===== config.mk =====
export PLATFORM = sky130hd
export DESIGN_NAME = ps2_rx_port
export DESIGN_NICKNAME = d
export VERILOG_FILES = /design/src/rtl/ps2_pkg.sv /design/src/rtl/byte_fifo.sv /design/src/rtl/ps2_rx_port.sv
export SDC_FILE = /design/constraint.sdc
export NUM_CORES = 1
export LEC_CHECK = 0
export BUFFER_PORTS_ARGS = -buffer_cell sky130_fd_sc_hd__buf_2
export CORE_UTILIZATION = 60
export DETAILED_ROUTE_END_ITERATION = 10
export PLACE_DENSITY = 0.75
export SLEW_MARGIN = 30
export SYNTH_ARGS = -nofsm -noshare
export SYNTH_HDL_FRONTEND = slang
export SYNTH_SLANG_ARGS = --single-unit

===== constraint.sdc =====
create_clock -name clk -period 3 [get_ports clk]
set_clock_uncertainty 0.2 [all_clocks]
set_input_delay 0 -clock clk [delete_from_list [all_inputs] [get_ports clk]]
set_output_delay 0 -clock clk [all_outputs]
set_load 0.03 [all_outputs]

===== src/rtl/ps2_pkg.sv =====
// Shared definitions for the PS/2 receive port: FSM states, status bits, port map.
package ps2_pkg;

    typedef enum logic [1:0] {
        IDLE   = 2'd0,
        DATA   = 2'd1,
        PARITY = 2'd2,
        STOP   = 2'd3
    } ps2_state_t;

    localparam int unsigned ST_NEMPTY = 0;
    localparam int unsigned ST_FULL   = 1;
    localparam int unsigned ST_OVF    = 2;
    localparam int unsigned ST_PERR   = 3;
    localparam int unsigned ST_FERR   = 4;

    localparam logic PORT_DATA = 1'b0;
    localparam logic PORT_STAT = 1'b1;

endpackage


===== src/rtl/byte_fifo.sv =====
// Small synchronous byte FIFO; a push while full is accepted only if a pop happens in the same cycle.
module byte_fifo
    import ps2_pkg::*;
#(
    parameter int unsigned FIFO_AW = 3
) (
    input  logic       clk,
    input  logic       rst_n,
    input  logic       i_push,
    input  logic       i_pop,
    input  logic [7:0] i_din,
    output logic [7:0] o_head,
    output logic       o_full,
    output logic       o_empty
);

    localparam int unsigned DEPTH = 1 << FIFO_AW;

    logic [7:0]         r_mem [DEPTH];
    logic [FIFO_AW-1:0] r_wptr;
    logic [FIFO_AW-1:0] r_rptr;
    logic [FIFO_AW:0]   r_count;
    logic               w_do_pop;
    logic               w_do_push;

    assign o_empty   = (r_count == '0);
    assign o_full    = (r_count == (FIFO_AW+1)'(DEPTH));
    assign o_head    = r_mem[r_rptr];
    assign w_do_pop  = i_pop & ~o_empty;
    assign w_do_push = i_push & (~o_full | w_do_pop);

    // Storage array: written on accepted pushes, no reset needed
    always_ff @(posedge clk) begin
        if (w_do_push)
            r_mem[r_wptr] <= i_din;
    end

    // Pointer and occupancy bookkeeping
    always_ff @(posedge clk or negedge rst_n) begin
        if (!rst_n) begin
            r_wptr  <= '0;
            r_rptr  <= '0;
            r_count <= '0;
        end else begin
            if (w_do_push)
                r_wptr <= r_wptr + 1'b1;
            if (w_do_pop)
                r_rptr <= r_rptr + 1'b1;
            case ({w_do_push, w_do_pop})
                2'b10:   r_count <= r_count + 1'b1;
                2'b01:   r_count <= r_count - 1'b1;
                default: r_count <= r_count;
            endcase
        end
    end

endmodule


===== src/rtl/ps2_rx_port.sv =====
// PS/2 device-to-host receiver with byte FIFO and a two-register CPU I/O port.
module ps2_rx_port
    import ps2_pkg::*;
#(
    parameter int unsigned FILTER_LEN = 4,
    parameter int unsigned TIMEOUT    = 50000,
    parameter int unsigned FIFO_AW    = 3
) (
    input  logic       clk,
    input  logic       reset,
    input  logic       en,
    input  logic       wr,
    input  logic       addr,
    input  logic [7:0] data_in,
    output logic [7:0] data_out,
    output logic       irq,
    input  logic       ps2_clk,
    input  logic       ps2_data
);

    localparam int unsigned FC_W = $clog2(FILTER_LEN + 1);
    localparam int unsigned TO_W = $clog2(TIMEOUT + 1);
    localparam logic [FC_W-1:0] FC_MAX = FC_W'(FILTER_LEN - 1);
    localparam logic [TO_W-1:0] TO_MAX = TO_W'(TIMEOUT - 1);

    logic            r_clk_s1, r_clk_s2, r_dat_s1, r_dat_s2;
    logic            r_clk_filt, r_clk_filt_d;
    logic [FC_W-1:0] r_filt_cnt;
    logic            w_fall;

    ps2_state_t      r_state;
    logic [2:0]      r_bitcnt;
    logic [7:0]      r_shreg;
    logic            r_par;
    logic [TO_W-1:0] r_tocnt;
    logic            r_push_pend, r_perr_set, r_ferr_set;

    logic            r_ferr, r_perr, r_ovf;
    logic            r_irq;
    logic [2:0]      w_clr;
    logic            w_pop;
    logic [7:0]      w_head;
    logic            w_full, w_empty;
    logic [7:0]      w_status;
    logic            w_unused;

    assign w_unused = &{1'b0, data_in[7:5], data_in[1:0]};

    // Two-flop synchronizers, preset to the idle-high bus level
    always_ff @(posedge clk or negedge reset) begin
        if (!reset) begin
            r_clk_s1 <= 1'b1;
            r_clk_s2 <= 1'b1;
            r_dat_s1 <= 1'b1;
            r_dat_s2 <= 1'b1;
        end else begin
            r_clk_s1 <= ps2_clk;
            r_clk_s2 <= r_clk_s1;
            r_dat_s1 <= ps2_data;
            r_dat_s2 <= r_dat_s1;
        end
    end

    // Clock deglitch: accept a new level only after FILTER_LEN consecutive differing samples
    always_ff @(posedge clk or negedge reset) begin
        if (!reset) begin
            r_clk_filt   <= 1'b1;
            r_clk_filt_d <= 1'b1;
            r_filt_cnt   <= '0;
        end else begin
            r_clk_filt_d <= r_clk_filt;
            if (r_clk_s2 == r_clk_filt) begin
                r_filt_cnt <= '0;
            end else if (r_filt_cnt == FC_MAX) begin
                r_clk_filt <= r_clk_s2;
                r_filt_cnt <= '0;
            end else begin
                r_filt_cnt <= r_filt_cnt + 1'b1;
            end
        end
    end

    assign w_fall = r_clk_filt_d & ~r_clk_filt;

    // Frame decoder advancing on filtered falling edges, with inactivity timeout
    always_ff @(posedge clk or negedge reset) begin
        if (!reset) begin
            r_state     <= IDLE;
            r_bitcnt    <= '0;
            r_shreg     <= '0;
            r_par       <= 1'b0;
            r_tocnt     <= '0;
            r_push_pend <= 1'b0;
            r_perr_set  <= 1'b0;
            r_ferr_set  <= 1'b0;
        end else begin
            r_push_pend <= 1'b0;
            r_perr_set  <= 1'b0;
            r_ferr_set  <= 1'b0;
            if (w_fall) begin
                r_tocnt <= '0;
                case (r_state)
                    IDLE: begin
                        if (!r_dat_s2) begin
                            r_state  <= DATA;
                            r_bitcnt <= '0;
                        end
                    end
                    DATA: begin
                        r_shreg  <= {r_dat_s2, r_shreg[7:1]};
                        r_bitcnt <= r_bitcnt + 1'b1;
                        if (r_bitcnt == 3'd7)
                            r_state <= PARITY;
                    end
                    PARITY: begin
                        r_par   <= r_dat_s2;
                        r_state <= STOP;
                    end
                    STOP: begin
                        r_state <= IDLE;
                        if (!r_dat_s2)
                            r_ferr_set <= 1'b1;
                        else if (!(^{r_shreg, r_par}))
                            r_perr_set <= 1'b1;
                        else
                            r_push_pend <= 1'b1;
                    end
                    default: r_state <= IDLE;
                endcase
            end else if (r_state == IDLE) begin
                r_tocnt <= '0;
            end else if (r_tocnt == TO_MAX) begin
                r_state <= IDLE;
                r_tocnt <= '0;
            end else begin
                r_tocnt <= r_tocnt + 1'b1;
            end
        end
    end

    assign w_pop = en & ~wr & (addr == PORT_DATA) & ~w_empty;
    assign w_clr = (en & wr & (addr == PORT_STAT)) ? data_in[4:2] : '0;

    byte_fifo #(
        .FIFO_AW (FIFO_AW)
    ) u_fifo (
        .clk     (clk),
        .rst_n   (reset),
        .i_push  (r_push_pend),
        .i_pop   (w_pop),
        .i_din   (r_shreg),
        .o_head  (w_head),
        .o_full  (w_full),
        .o_empty (w_empty)
    );

    // Sticky error flags; a set event in the same cycle as a CPU clear wins
    always_ff @(posedge clk or negedge reset) begin
        if (!reset) begin
            r_ferr <= 1'b0;
            r_perr <= 1'b0;
            r_ovf  <= 1'b0;
            r_irq  <= 1'b0;
        end else begin
            r_ferr <= (r_ferr & ~w_clr[2]) | r_ferr_set;
            r_perr <= (r_perr & ~w_clr[1]) | r_perr_set;
            r_ovf  <= (r_ovf  & ~w_clr[0]) | (r_push_pend & w_full & ~w_pop);
            r_irq  <= ~w_empty;
        end
    end

    assign irq = r_irq;

    // CPU read mux
    always_comb begin
        w_status            = '0;
        w_status[ST_NEMPTY] = ~w_empty;
        w_status[ST_FULL]   = w_full;
        w_status[ST_OVF]    = r_ovf;
        w_status[ST_PERR]   = r_perr;
        w_status[ST_FERR]   = r_ferr;
        if (addr == PORT_STAT)
            data_out = w_status;
        else
            data_out = w_empty ? 8'h00 : w_head;
    end

endmodule


==> flow_results.org, run 1 <==
** Outcome
- Run status :: completed

** Place
- Routability congestion estimate from global placement :: 0.775
- Count of port buffers added during placement :: 18
- Once placement completed, the tool counted placed cells totaling 465.
- At the placement stage, the worst setup path has a slack of 248 ps.
- Final HPWL from detailed placement :: 5.64 mm
- Placed cell area :: 0.00540 mm2

** Power
- Summed over all cells, the static leakage comes to 2.46 nW.
- P per Cell Area :: 918 mW/mm2
- In this run the power spent charging and discharging nets is 1.74 mW.
- Total chip power :: 5.68 mW
- Net switching is 30.6% of the power.
- Clock share of power :: 35.0%
- Power share of the sequential group :: 41.1%
- Internal power comes to 3.95 mW.
- Of the total power, combinational logic draws 23.9%.
- The worst-case IR drop observed on VDD is 0.532 mV.

** Logic synthesis
- Number of synthesized flops with an enable pin :: 64
- Synthesized instance count :: 337
- The synthesized design devotes to its leading area cell type 37.4% of total area.
- Number of warnings issued by yosys :: 0
- The mapped netlist covers 0.00514 mm2.
- Cell type with the largest total area after synthesis :: edfxtp_1
- Post-synth ARST share :: 46.7%
- Sequential cells were found to cover 64.8% of the synthesized design area.
- Yosys mapped the design onto 53 distinct sky130hd cell types.
- Most used flip-flop cell after synthesis :: edfxtp_1
- Synthesis produced a netlist with a net count of 365.
- Top cells by area, synth :: edfxtp_1 (37%), dfrtp_1 (24%), mux4_2 (7.0%), ha_1 (3.2%), dfstp_2 (3.1%)
- Register bit total from synthesis :: 120
- Each instance of the synthesized netlist takes up on average 15.2 um2.

** STA
- Number of max-slew violations in the final report :: 0
- For the pin with the worst max-slew slack, the measured transition is 661 ps.
- Final Critical Period :: 2860 ps
- Max-slew headroom at the worst pin :: 55.9%
- Maximum clock rate :: 350 MHz
- Setup violations remaining at the end of the flow were counted as 0.
- Setup repair after global routing left no endpoint under its margin.
- Final worst path period share :: 95.4%
- Final hold vios :: 0
- After routing, the total negative slack on setup checks comes to 0 ps.
- After layout, the worst setup slack is 139 ps.

** Clock network
- Number of buffers on the longest clock path :: 2
- Once the clock tree was built, the setup fixing pass inserted 0 buffers.
- Clock tree root driver cell :: clkbuf_8
- Clock-pin slew on the worst setup and hold paths :: 60 ps
- # H-tree levels :: 4
- Buffers inserted during clock tree synthesis total 17.
- For the worst-skew pair, the clock arrives at the later sink with an insertion delay of 520 ps.
- TritonCTS built the clock tree.
- Clock sink count :: 120

** Global routing
- Summed over all layers, the global routing overflow is 0.
- Global-route wire length before repair :: 15.5 mm
- Vias in the first global route :: 2,980
- The number of antenna violations at the first check in global routing came to 0.
- Tot GR Track Use :: 25.0%
- Pin count of the biggest net entering global routing :: 38

** Setup path
- Reg2reg setup slack :: 360 ps
- For the worst flop-to-flop path, the logic depth is 10.
- Critical Setup Path Class :: in2reg
- Data arrival time of the critical path :: 3070 ps
- Along the worst path, the maximum fanout reaches 5.
- Endpoint of the worst register-to-register path :: u_fifo.r_count[2]
- Startpoint kind of the worst setup timing path :: input pin
- Start of the worst register-to-register path :: u_fifo.r_count[1]
- Required time reported for the critical path endpoint :: 3200 ps
- The worst setup path is captured at a flip-flop.

** Cells and area
- Share of cells above drive strength 1 :: 27.3%
- Non-filler cells, final :: 515
- After routing the design area is 0.00619 mm2.
- Relative to the synthesized area, the layout overhead comes to 20.5%.
- The number of antenna diodes in the final layout is 0.
- In the final design database the tool counted 425 nets.

** Die
- The total area inside the core boundary comes to 0.00826 mm2.
- Measured along the y axis, the die boundary spans 94.5 um.
- Die span in x :: 94.5 um
- IO Count :: 24
- Area of the die :: 0.00894 mm2
- After floorplanning, the core was divided into 33 placement rows.
- Once the floorplan was initialized, standard cells occupied 62.2% of the core.

** Drt
- The routed design has 9.85 mm of wire.
- For this run, design rule violations remaining after detail routing come to 0.
- Avg Vias per Cell :: 5.86
- In the final routed layout, each cell accounts on average for 19.1 um.
- For this block, the initial DRC count from the detailed router was 136.
- Number of routed nets with antenna violations :: 0
- Number of iterations in the first detailed-routing pass :: 6
- The detailed router placed 3,020 vias in this run.

** Worst hold path
- Worst min-delay path endpoint :: u_fifo.r_wptr[1]
- Start point of the worst min-delay path :: addr
- The tightest min-delay check is of the in2reg type.
- Cell count of the worst hold path :: 4

** Job
- Across the run, the number of max-cap violations was 0.
through the flow:
stage          hold WS (ps)  utilization (%)
2_1_floorplan          -496                -
3_3_place_gp          -95.0             65.4
3_5_place_dp           -149             65.4
4_1_cts                40.8             74.9
5_1_grt                81.4             75.0
6_report               78.1             75.0
synthesized netlist by cell type, types with 2 or more instances:
master    count
xnor2_1      15
a21oi_1       3
or3b_1        2
edfxtp_1     64
xor2_1       14
nor4_1        4
mux4_2       16
nand4_1       4
dfrtp_1      50
nor2b_1       5
mux2_2       14
buf_2         4
inv_1         6
nor2_2        2
and4_1        2
o21ai_0       8
a22o_1        2
ha_1         13
nand3_1      10
dfstp_2       6
nor3_1        8
nand2b_1      3
nand2_1      18
nor2_1       27
a21o_1        2
mux2i_1       7
clkbuf_1      2
layout make-up:
| cell class | instances | area [um2] |
|---|---|---|
| multi-input cells | 202 | 1730 |
| clock buffers | 17 | 414 |
| fillers | 496 | 2060 |
| flip-flops and latches | 120 | 3330 |
| clock inverters | 15 | 178 |
| repair buffers | 50 | 388 |
| inverters | 6 | 22.5 |
| well taps | 105 | 131 |
worst max-delay path by stage:
stage,start,end,slack [ps],cells after the start
floorplan,u_fifo.r_count[1],u_fifo.r_count[2],510,11
global placement,u_fifo.r_count[1],u_fifo.r_count[2],360,10
detailed placement,u_fifo.r_count[1],u_fifo.r_count[2],250,10
CTS,wr,u_fifo.r_count[2],60,12
global route,wr,u_fifo.r_count[2],20,12
finish,wr,u_fifo.r_count[2],140,12
registers in the layout (all words and copies together) (netlist names), 2 cells and up:
name and count:
u_fifo.r_count 4, r_shreg 8, r_filt_cnt 3, u_fifo.r_rptr 3
r_tocnt 16, u_fifo.r_mem 64, u_fifo.r_wptr 3, r_state 2
r_bitcnt 3
per-layer routing:
metal,part of all wire [%],up-vias,GRT usage [%]
li1,-,1379,-
met1,41,1538,30.4
met2,51,80,40.2
met3,5.2,23,8.37
met4,2.8,0,12.4
met5,0,-,0
critical path, cell delays in order:
cell and delay [ps]:
dlygate4sd3_1 540, buf_2 130, or3b_1 460, dlygate4sd3_1 620, nor2_2 220, ha_2 280
xor2_1 90, ha_1 200, a21oi_1 150, xor2_1 160, nor2_1 70, xor2_1 140
cell families (layout without fill, tap and decap cells):
| family | count (synthesis) | after routing | synth area share (%) |
|---|---|---|---|
| buffers and inverters | 15 | 88 | 1.73 |
| flip-flops | 120 | 120 | 64.8 |
| adder cells (fa/ha/maj) | 13 | 13 | 3.17 |
| XOR/XNOR | 30 | 30 | 5.38 |
| AO/OA/AOI/OAI | 23 | 23 | 3.29 |
| multiplexers | 37 | 37 | 11.4 |
| AND/OR/NAND/NOR | 99 | 99 | 10.2 |
placed cells by master (no fill, tap or decap), types with 2 or more instances in the layout:
| master | n |
|---|---|
| clkinvlp_4 | 2 |
| nand3_1 | 10 |
| mux2_2 | 14 |
| nor3_1 | 7 |
| a22o_1 | 2 |
| clkbuf_16 | 16 |
| nor2_2 | 3 |
| mux2i_1 | 7 |
| nand2_1 | 18 |
| o21ai_0 | 8 |
| bufinv_16 | 3 |
| a21oi_1 | 3 |
| or3b_1 | 2 |
| clkinv_2 | 4 |
| xor2_1 | 14 |
| xnor2_1 | 15 |
| clkinv_4 | 4 |
| dfstp_2 | 6 |
| inv_1 | 6 |
| and4_1 | 2 |
| ha_1 | 12 |
| buf_2 | 17 |
| inv_6 | 2 |
| mux4_2 | 16 |
| nand2b_1 | 3 |
| buf_4 | 15 |
| nand4_1 | 4 |
| a21o_1 | 2 |
| dfrtp_1 | 50 |
| dlygate4sd3_1 | 17 |
| edfxtp_1 | 64 |
| nor2b_1 | 5 |
| nor2_1 | 26 |
| nor4_1 | 4 |
timing repair:
action                                  4_1_cts  5_1_grt
hold buffers                                 18        0
endpoints found under the setup margin        0        2
gates resized for setup                       0        3
endpoints found under the hold margin        67        0
power groups by stage:
stage,Clock (mW),Sequential [mW],Combinational (mW)
6_report,1.99,2.34,1.36
5_1_grt,2.09,2.37,1.49
3_3_place_gp,0,2.33,1.28
2_1_floorplan,0,2.22,1.16
3_5_place_dp,0,2.36,1.31
4_1_cts,2.02,2.33,1.36
Note: power is estimated with default switching activity, not from simulation.
==> run 2, diff against run 1 <==
BUFFER_PORTS_ARGS = -buffer_cell sky130_fd_sc_hd__buf_4   (was -buffer_cell sky130_fd_sc_hd__buf_2)
PLACE_DENSITY = 0.83   (was 0.75)
==> flow_results.org, run 2 (synthesized netlist as in run 1, its figures left out) <==
** Global routing
- Pin count of the biggest net entering global routing :: 51
- The total overflow left after global routing is 0.
- The number of global-route vias before repair came to 3,052.
- Tot GR Track Use :: 24.7%
- The number of antenna violations at the first check in global routing is 0.
- The first global-routing pass estimated 15.6 mm of wire.

** Setup path
- The critical path is of the in2reg type.
- In this run the worst path has a maximum fanout of 8.
- Crit-path most repeated cell :: xor2_1
- Slowest cell on crit path :: dlygate4sd3_1
- Cell family with most CP delay :: buffers and inverters
- Startpoint kind of the worst setup timing path :: input pin
- Required time reported for the critical path endpoint :: 3190 ps
- Data arrival time of the critical path :: 2980 ps
- STA classifies the critical path endpoint as a flip-flop.
- Worst Path Buf+Inv :: 3
- CP peak stage delay :: 640 ps
- Reg2reg setup slack :: 450 ps
- Critical-path cell list :: dlygate4sd3_1 > buf_4 > or3b_1 > dlygate4sd3_1 > nor2_4 > ha_2 > xor2_1 > ha_1 > a21oi_1 > xor2_1 > nor2_1 > xor2_1

** Clock network
- Clock latency on the worst-skew pair, taken at its later pin, is 510 ps.
- Clock buffer count from CTS :: 17
- The clock net in this run drives a total of 120 sinks.
- # H-tree levels :: 4
- The clock passes through at most 2 buffers.
- Post-CTS Setup Bufs :: 0
- The root buffer cell chosen for the clock tree is clkbuf_8.
- TritonCTS built the clock tree.
- Clock-pin slew was measured on the worst setup and hold paths at 60 ps.

** Cells and area
- More flip-flops sit in one register than any other, and that register is u_fifo.r_mem.
- The multi-input combinational cells in the finished layout cover a total of 0.00173 mm2.
- The library cell used most frequently in the layout, excluding fill and tap cells, is edfxtp_1.
- Across the whole layout, storage elements account for 0.00333 mm2.
- Relative to the synthesized area, the layout overhead comes to 21.4%.
- Leading cell types in the layout, fill and taps excluded :: edfxtp_1 (64), dfrtp_1 (50), buf_4 (33)
- Counting the fill cells in the layout gives 482.
- Largest registers ranked by flip-flop count :: u_fifo.r_mem x64, r_tocnt x16, r_shreg x8
- Of the cells placed in the final design, the portion with a size suffix greater than 1 is 26.9%.
- For this run, the post-layout net count is 427.
- The number of antenna diodes in the final layout is 0.
- The register with the most flip-flops in the layout has 64 of them.

** Power
- Largest vdd supply drop :: 0.531 mV
- For this design the static power due to leakage is 2.46 nW.
- Total chip power :: 5.65 mW
- P per Cell Area :: 906 mW/mm2

** STA
- Final Critical Period :: 2790 ps
- At the pin with the least slew margin, the transition time is 574 ps.
- Setup violations remaining at the end of the flow were counted as 0.
- Maximum clock rate :: 358 MHz
- Headroom to the max-slew limit came out at 61.4%.
- Post-Route Setup TNS :: 0 ps
- The final number of max-transition violations is 0.
- Of the available clock period, the critical path in the final layout requires 93.1%.
- The final count of hold timing violations was 0.
- RSZ-0062 raised after global routing :: false

** Place
- At the end of routability-driven placement, the weighted congestion stood at 0.830.
- Count of port buffers added during placement :: 18
- Detailed placement finished with a half-perimeter wire length of 5.91 mm.

** Worst hold path
- The path class of the tightest hold or removal check is reg2reg.

** Drt
- The routed design has 9.79 mm of wire.
- The detail route stage leaves a number of antenna-violating nets equal to 0.
- Iter 0 DRT Violations :: 266
- Via total after detailed routing :: 3,031
- For this run, design rule violations remaining after detail routing come to 0.
- In the routed layout, each cell is associated on average with a via count of 5.86.
- Number of iterations in the first detailed-routing pass :: 4
- In the final routed layout, each cell accounts on average for 18.9 um.

** Job
- MaxCap Viol Count :: 0

** Die
- Die span in x :: 94.5 um
- Std-Cell Core Area :: 0.00826 mm2
- Area of the die :: 0.00894 mm2
- Die Height :: 94.5 um
- IO Count :: 24
- The initial utilization of the core area, before any placement, comes to 62.2%.
- Row generation in the floorplan step produced 33 rows.

** Outcome
- The run finished with clean final reports.
[run 2: what timing repair did]
action / in CTS / in global routing
endpoints found under the hold margin: 67 / 0
gates resized for setup: 0 / 3
endpoints found under the setup margin: 0 / 2
hold buffers: 19 / 0
[run 2: worst paths after layout]
kind	start	end	depth (start not counted)
hold reg to reg	r_clk_s1	r_clk_s2	0
max in group asynchronous	reset	r_shreg[3]	4
setup / recovery	addr	u_fifo.r_count[2]	12
hold / removal	r_clk_s1	r_clk_s2	0
setup reg to reg	u_fifo.r_count[3]	u_fifo.r_count[3]	7
min in group asynchronous	reset	r_clk_filt_d	3
[run 2: cell type report]
class / count / share of cell area, %
tap: 105 / 2.11
clock buffer: 17 / 6.64
inverter: 6 / 0.361
clock inverter: 15 / 2.45
timing repair buffer: 52 / 7.30
sequential: 120 / 53.4
multi-input combinational: 202 / 27.7
[run 2: through the flow]
step,hold slack [ps],utilization (%),std cells,area (um2),worst slack (ps)
floorplan,-496,-,337,5140,509
global placement,-114,66.0,466,5450,526
detailed placement,-93.2,66.0,466,5450,468
CTS,158,75.4,517,6230,60.9
global route,159,75.5,517,6240,52.6
finish,156,75.5,517,6240,206
[run 2: power breakdown]
group | internal (mW) | switching, mW | leakage (nW)
clock | 1.18 | 0.718 | 0.268
combinational | 0.728 | 0.709 | 0.875
sequential | 2.00 | 0.314 | 1.32
total | 3.91 | 1.74 | 2.46
[run 2: layer usage]
metal  routed length, um  global-route usage, %
met2                4930                   41.2
met4                 262                   9.47
met1                4020                   30.6
met3                 566                   7.41
met5                   0                      0
==> run 3, diff against run 2 <==
--- a/config.mk
+++ b/config.mk
@@ -7,6 +7,6 @@
 export LEC_CHECK = 0
-export BUFFER_PORTS_ARGS = -buffer_cell sky130_fd_sc_hd__buf_4
 export CORE_UTILIZATION = 60
 export DETAILED_ROUTE_END_ITERATION = 10
-export PLACE_DENSITY = 0.83
+export DONT_BUFFER_PORTS = 1
+export PLACE_DENSITY = 0.81
 export SLEW_MARGIN = 30
--- a/constraint.sdc
+++ b/constraint.sdc
@@ -4,2 +4,2 @@
 set_output_delay 0 -clock clk [all_outputs]
-set_load 0.03 [all_outputs]
+set_load 0.005 [all_outputs]
==> flow_results.org, run 3 (synthesized netlist as in run 1, its figures left out) <==
** Cells and area
- Largest registers ranked by flip-flop count :: u_fifo.r_mem x64, r_tocnt x16, r_shreg x8
- Number of nets at the end of the flow :: 408
- Filler cell count in the final layout :: 529
- Most common library cell in the layout ignoring fill and taps :: edfxtp_1
- The count of cells in the finished layout, fillers not included, comes to 498.
- The top cell types in the final layout, fill and taps aside, are edfxtp_1 (64), dfrtp_1 (50), nor2_1 (26).
- Antenna diode count :: 0
- Share of cells above drive strength 1 :: 21.9%
- More flip-flops sit in one register than any other, and that register is u_fifo.r_mem.
- Max reg flops :: 64
- Relative to the synthesized area, the layout overhead comes to 18.7%.

** Clock network
- CTS placed an instance of clkbuf_8 at the clock tree root.
- Clock-pin slew on the worst setup and hold paths :: 60 ps
- The number of clock buffers added by TritonCTS is 17.
- In this run the number of H-tree levels came out at 4.
- No sink is reached through more buffers than the 2 on the longest clock path.
- Clock network latency to the later pin of the worst-skew pair :: 520 ps
- The tree built by TritonCTS fans out to 120 sinks.
- TritonCTS built the clock tree.

** Job
- MaxCap Viol Count :: 0

** Place
- After legalization and detailed placement, the total HPWL measured 5.84 mm.
- The congestion estimate from routability-driven global placement came to 0.767.
- In this run, placement finished with an instance count of 445.
- Count of port buffers added during placement :: 0

** Setup path
- Reg2reg setup slack :: 410 ps
- Capturing element of the worst setup path :: data_out[0]
- Measured in cells, the most critical reg-to-reg path has a length of 11.
- The worst register-to-register path ends at u_fifo.r_count[2].
- At the worst endpoint, the required time is 2800 ps.
- The worst setup path is of the reg2out kind.
- CP Launch Point :: u_fifo.r_rptr[1]
- The worst register-to-register path begins at u_fifo.r_count[1].
- Max FO, Critical Path :: 12
- STA classifies the critical path endpoint as an output port.
- Data arrival time of the critical path :: 2530 ps
- Startpoint kind of the worst setup timing path :: flip-flop

** Power
- Internal power component :: 3.89 mW
- Sw Pwr :: 1.57 mW
- In this run switching power makes up 28.8% of total power.
- The worst-case IR drop observed on VDD is 0.520 mV.
- P per Cell Area :: 895 mW/mm2
- Total leakage power :: 2.38 nW
- Power share of the sequential group :: 43.0%
- Clock share of power :: 35.1%
- In this run, the combinational gates consume 21.9% of the power.

** STA
- Timing would allow up to 366 MHz.
- Dividing the final minimum period by the clock period gives 91.1%.
- Setup repair after global routing left no endpoint under its margin.
- Final hold vios :: 0
- At the pin with the least slew margin, the transition time is 789 ps.
- Post-Route Setup TNS :: 0 ps
- Final Critical Period :: 2730 ps
- Setup violations remaining at the end of the flow were counted as 0.
- Max-slew headroom at the worst pin :: 47.4%
- Number of max-slew violations in the final report :: 0

** Outcome
- The run finished with clean final reports.

** Drt
- The first detailed-routing pass ran for 4 iterations.
- After detailed routing, the number of remaining DRC violations is 0.
- Total length of routed wires :: 10.1 mm
- The count of nets left with antenna violations once routing finished came out at 0.
- Via total after detailed routing :: 3,013
- Avg Vias per Cell :: 6.05
- The detailed router finished its first iteration with 183 violations.
- After detailed routing, the average wire length per cell comes to 20.4 um.

** Global routing
- For this run the aggregate overflow at the end of global routing stands at 0.
- For met3 alone, demand over resource in global routing was 5.72%.
- Global routing consumed, over all layers together, 25.1% of the routing resources.
- The first global-routing pass estimated 15.8 mm of wire.
- After global routing, the most crowded layer is met2.
- Met1 capacity usage during global routing :: 29.6%
- Entering global routing, the biggest net connects 51 pins.
- For this run, global-route usage on met2 was measured as 44.1%.
- The number of global-route vias before repair came to 3,126.
- The number of antenna violations at the first check in global routing was 0.

** Die
- Die span in x :: 94.5 um
- Area of the die :: 0.00894 mm2
- The die is 94.5 um tall.
- The floorplan step defined a core boundary enclosing 0.00826 mm2.
- During I/O placement, the number of pins put on the boundary was 24.
- The initial utilization of the core area, before any placement, comes to 62.2%.
- Row generation in the floorplan step produced 33 rows.

** Worst hold path
- Worst hold path type :: in2out
==> run 3: cell count changes in the layout (fill, tap and decap cells not counted), moves of 2 or more <==
cell	previous run	this run
buf_4	33	13
clkbuf_1	0	3
inv_6	2	0
clkinv_4	3	0
clkinv_1	1	4
clkinvlp_4	4	1
==> run 3: what timing repair did <==
item,CTS,global route
setup endpoints to repair,0,2
hold buffers,18,3
buffers inserted,0,1
resized for setup,0,2
endpoints found under the hold margin,71,5
==> run 3: cell type report <==
class | instances | area [um2] | share of cell area, %
Tap cell | 105 | 131 | 2.15
Inverter | 6 | 22.5 | 0.369
Sequential cell | 120 | 3330 | 54.6
Timing Repair Buffer | 33 | 333 | 5.46
Clock inverter | 12 | 133 | 2.18
Clock buffer | 20 | 425 | 6.98
Multi-Input combinational cell | 202 | 1720 | 28.2
==> run 3: power groups by stage <==
stage	logic (mW)	clock network, mW	registers, mW
global placement	1.08	0	2.33
finish	1.20	1.92	2.35
detailed placement	1.14	0	2.36
floorplan	1.05	0	2.21
global route	1.32	2.00	2.38
CTS	1.19	1.93	2.33
==> run 3: how the worst min path moves through the flow <==
stage / start / depth (start not counted) / endpoint
2_1_floorplan: reset / 0 / irq
3_3_place_gp: reset / 0 / irq
3_5_place_dp: reset / 0 / r_shreg[6]
4_1_cts: addr / 2 / data_out[1]
5_1_grt: addr / 2 / data_out[1]
6_report: addr / 2 / data_out[1]
==> run 3: routing by layer <==
layer,share of wire (%),routed length (um)
met5,0,0
met4,1.7,176
met3,4.7,477
met2,54,5480
met1,40,4010
==> run 3: through the flow <==
step	power, mW	worst slack, ps	utilization, %	instance area, um2	hold slack (ps)
finish	5.46	267	73.8	6100	40.1
global route	5.69	129	73.8	6100	33.8
CTS	5.46	72.2	73.5	6070	6.89
detailed placement	3.49	461	64.1	5290	-494
global placement	3.41	535	64.1	5290	-491
floorplan	3.26	509	-	5140	-496
==> run 3: critical path: stages, from the launching register on <==
cell      delay, ps
dfrtp_1         820
buf_4           300
mux4_2          510
a211oi_1        280
nor2_1          100
